[src/rtl/set_bit_iterator_pkg.sv]
// set_bit_iterator_pkg: shared state encoding and mask helper for set_bit_iterator
package set_bit_iterator_pkg;
  localparam int MAX_W = 256;
  typedef enum logic {IDLE, ITER} state_t;
  function automatic logic [MAX_W-1:0] clr_lowest(input logic [MAX_W-1:0] mask);
    return mask & (mask - 1'b1);
  endfunction
endpackage

[src/rtl/trailing_zero_count.sv]
// trailing_zero_count: number of trailing zeros of value, DATA_WIDTH when value is zero
module trailing_zero_count #(
  parameter int DATA_WIDTH = 32,
  localparam int CW = $clog2(DATA_WIDTH) + 1
) (
  input  logic [DATA_WIDTH-1:0] value,
  output logic [CW-1:0]         count
);
  always_comb begin
    count = CW'(DATA_WIDTH);
    for (int i = DATA_WIDTH - 1; i >= 0; i--)
      if (value[i]) count = CW'(i);
  end
endmodule

[src/rtl/set_bit_iterator.sv]
// set_bit_iterator: emits the index of every set bit of each accepted word, lowest first
module set_bit_iterator
  import set_bit_iterator_pkg::*;
#(
  parameter int DATA_WIDTH = 32,
  parameter int IDX_W = $clog2(DATA_WIDTH)
) (
  input  logic                  clk,
  input  logic                  reset,
  input  logic [DATA_WIDTH-1:0] din,
  input  logic                  din_valid,
  output logic                  din_ready,
  output logic [IDX_W-1:0]      dout_index,
  output logic [IDX_W:0]        dout_seq,
  output logic                  dout_last,
  output logic                  dout_empty,
  output logic                  dout_valid,
  input  logic                  dout_ready
);
  state_t state, state_n;
  logic [DATA_WIDTH-1:0] mask, mask_clr;
  logic [IDX_W:0] seq, tz;
  logic zflag, fire, accept, last;
  trailing_zero_count #(.DATA_WIDTH(DATA_WIDTH)) u_tzc (.value(mask), .count(tz));
  assign mask_clr = DATA_WIDTH'(clr_lowest(MAX_W'(mask)));
  always_comb begin
    dout_valid = !reset && state == ITER;
    fire = dout_valid && dout_ready;
    last = dout_valid && (zflag || mask_clr == '0);
    din_ready = !reset && (state == IDLE || (fire && last));
    accept = din_valid && din_ready;
    state_n = accept ? ITER : (fire && last) ? IDLE : state;
    dout_last = last;
    dout_empty = dout_valid && zflag;
    dout_index = (dout_valid && !tz[IDX_W]) ? tz[IDX_W-1:0] : '0;
    dout_seq = dout_valid ? seq : '0;
  end
  always_ff @(posedge clk) state <= reset ? IDLE : state_n;
  always_ff @(posedge clk) begin
    if (reset) begin
      mask <= '0;
      seq <= '0;
      zflag <= 1'b0;
    end else if (accept) begin
      mask <= din;
      seq <= '0;
      zflag <= din == '0;
    end else if (fire && !last) begin
      mask <= mask_clr;
      seq <= seq + 1'b1;
    end else if (fire) begin
      mask <= '0;
    end
  end
endmodule
[config.mk]
export PLATFORM = sky130hd
export DESIGN_NAME = set_bit_iterator
export DESIGN_NICKNAME = d
export VERILOG_FILES = /design/src/rtl/set_bit_iterator_pkg.sv /design/src/rtl/trailing_zero_count.sv /design/src/rtl/set_bit_iterator.sv
export SDC_FILE = /design/constraint.sdc
export NUM_CORES = 1
export LEC_CHECK = 0
export ABC_AREA = 1
export CORE_UTILIZATION = 30
export DETAILED_ROUTE_END_ITERATION = 8
export GPL_ROUTABILITY_DRIVEN = 0
export SETUP_SLACK_MARGIN = 0.3
export SYNTH_ARGS = -nofsm -noshare
export SYNTH_HDL_FRONTEND = slang
export SYNTH_SLANG_ARGS = --single-unit
[constraint.sdc]
create_clock -name clk -period 2.7 [get_ports clk]
set_clock_uncertainty 0.05 [all_clocks]
set_input_delay 0.405 -clock clk [delete_from_list [all_inputs] [get_ports clk]]
set_output_delay 0.405 -clock clk [all_outputs]
set_load 0.02 [all_outputs]
==> impl_metrics.ini <==
[global_route]
first_global_vias = 4362
grt_pass1_wl_um = 21300
grt_overflow_total = 0
grt_usage = 0.244
antenna_found_initial = 0
grt_max_degree = 35

[route]
vias = 4575
wl_per_cell_um = 15.5
dr.pass1.iters = 5
wl_um = 13800
drtIter0Drc = 371
via_per_inst = 5.13
drc_errors = 0
final_antenna_net_count = 0

[final_layout]
drive_above_1_share = 0.423
nets = 791
multi_input_area_um2 = 2330
final_area_um2 = 5800
n_fill_cell = 933
syn_to_final_growth_pct = 80.4
diodes = 0
regArea_um2 = 810

[timing]
rsz0062_at_grt = true
slew_headroom = 0.637
maxSlewViolCount = 0
tightest_slew_ps = 539
period_share = 1.21
period_minus_slack_ps = 3260
fin_hold_ws_ps = 429
fmax_mhz = 307
hold_violations = 0
setup_viol = 43
setup_ws_ps = -559

[setup_path]
critPathRequiredTime_ps = 2830
endpoint_kind = flop
crit_top_cell = buf_4
critical_path_class = flop to flop
startpoint_type = flop
cp.buffers_inverters = 18
rrSetupSlack_ps = -560
crit_slowest_cell = dfxtp_2
cpLargestDelayFamily = buffers and inverters
cpPeakStageDelay_ps = 340
cp_max_fo = 3
arrival_ps = 3390

[cts]
cts.path.max_buffers = 2
cts-root-buf = clkbuf_8
insertion_delay_ps = 310
cts.sinks = 40
cts_buffers = 5
ctsHoldBuffers = 0
clkTransAtPathRegs_ps = 90
cts_tree = yes
h-tree-depth = 2

[floorplan]
rows = 37
die_w_um = 106
coreArea_um2 = 10400
start_util = 0.310
die-height_um = 106
dieArea_um2 = 11100
pin_count = 51

[synthesis]
synth_cells = 551
synthFlopType = dfxtp_1
yosysWarnings = 0
ys_types = 34
ys_seq_elements = 40
async_flop_share = 0
synth_fp_nets = 588
ys_seq_area_frac = 0.249
syn_avg_cell_area_um2 = 5.84
synth_edf_count = 0
syn_area_um2 = 3220

[placed_design]
dp_hpwl_um = 8190
placement.io_buffers = 50
place_area_um2 = 4730

[hold_path]
hold_path.class = flop to flop

[outcome]
violations = negative setup slack
status = complete, but fails checks

[power]
p_leak_nw = 2.81
peakVddDrop_mv = 0.272
powerDensity_nw_per_um2 = 378

[job]
drv_cap = 0
==> per-layer routing <==
layer  share of wire  global-route usage  vias up
met5               0                   0        -
met4           0.045               0.124        0
met3           0.068              0.0445       56
met2            0.48               0.406      198
met1            0.41               0.299     2125
li1                -                   -     2196
==> Yosys cell counts, types with 7 or more instances <==
cell type,number,area share
inv_1,87,0.10
dfxtp_1,40,0.25
clkbuf_1,14,0.016
nand3_1,50,0.078
o21ai_0,14,0.022
nor2_1,46,0.054
inv_2,8,0.0093
nor4_1,12,0.023
a21oi_1,42,0.065
nor3_1,7,0.011
nand2_1,155,0.18
nand4_1,32,0.062
==> final timing paths <==
| check | from | to | cells past startpoint |
|---|---|---|---|
| worst max register to register | mask[1] | mask[7] | 26 |
| worst min-delay path | seq[5] | seq[5] | 2 |
| worst max-delay path | mask[1] | mask[7] | 26 |
| worst min register to register | seq[5] | seq[5] | 2 |
==> placed cells by master (no fill, tap or decap), types with 22 or more instances in the layout <==
cell	n
inv_1	79
nor2_1	34
buf_6	22
buf_4	141
nand4_1	32
clkdlybuf4s50_1	36
nand2_1	117
nand3_1	46
dfxtp_1	33
nand2_2	34
==> logic make-up after synthesis <==
family | share of synthesized area
AOI/OAI and AO/OA | 0.113
buffers and inverters | 0.150
adders and majority gates | 0.00389
and+or+nand+nor | 0.481
DFF | 0.249
xor gates and xnor gates | 0.00272
==> power by group <==
part | total (W) | internal (W) | switching [W]
clock | 0.000450 | 0.000184 | 0.000266
sequential | 0.000659 | 0.000628 | 0.0000307
combinational | 0.00108 | 0.000542 | 0.000541
==> repair_timing <==
item	4_1_cts	5_1_grt
pin swaps	22	32
cloned	9	1
endpoints found under the setup margin	54	48
resized for setup	116	88
setup buffers	33	6
==> stage by stage <==
step                      TNS, ps  utilization  setup slack, ps  instances  power [W]
final                      -18780        0.559             -559        891    0.00219
after global routing       -26920        0.559             -695        891    0.00230
after CTS                  -14570        0.527             -456        884    0.00208
after detailed placement   -17210        0.456             -605        834    0.00145
after global placement     -13630        0.456             -526        834    0.00144
after floorplan                 0            -             16.3        551    0.00107
==> worst reg2reg max path: cells and delay by family, from the launching register on <==
kind            cells  cell delay (ps)
buf+inv            18             2050
simple gates        7              650
flops               1              340
compound gates      1               60
==> layout make-up <==
cell class | count | share of cell area
clock buffer | 5 | 0.0119
clock inverter | 3 | 0.00410
inverter | 97 | 0.0632
multi-input combinational | 391 | 0.402
sequential | 40 | 0.140
tap | 136 | 0.0293
timing repair buffer | 219 | 0.350
==> registers in the layout, indices dropped and copies added (netlist names) <==
register  count
mask         32
seq           6
zflag         1
state         1
(Power assumes the default switching activity.)
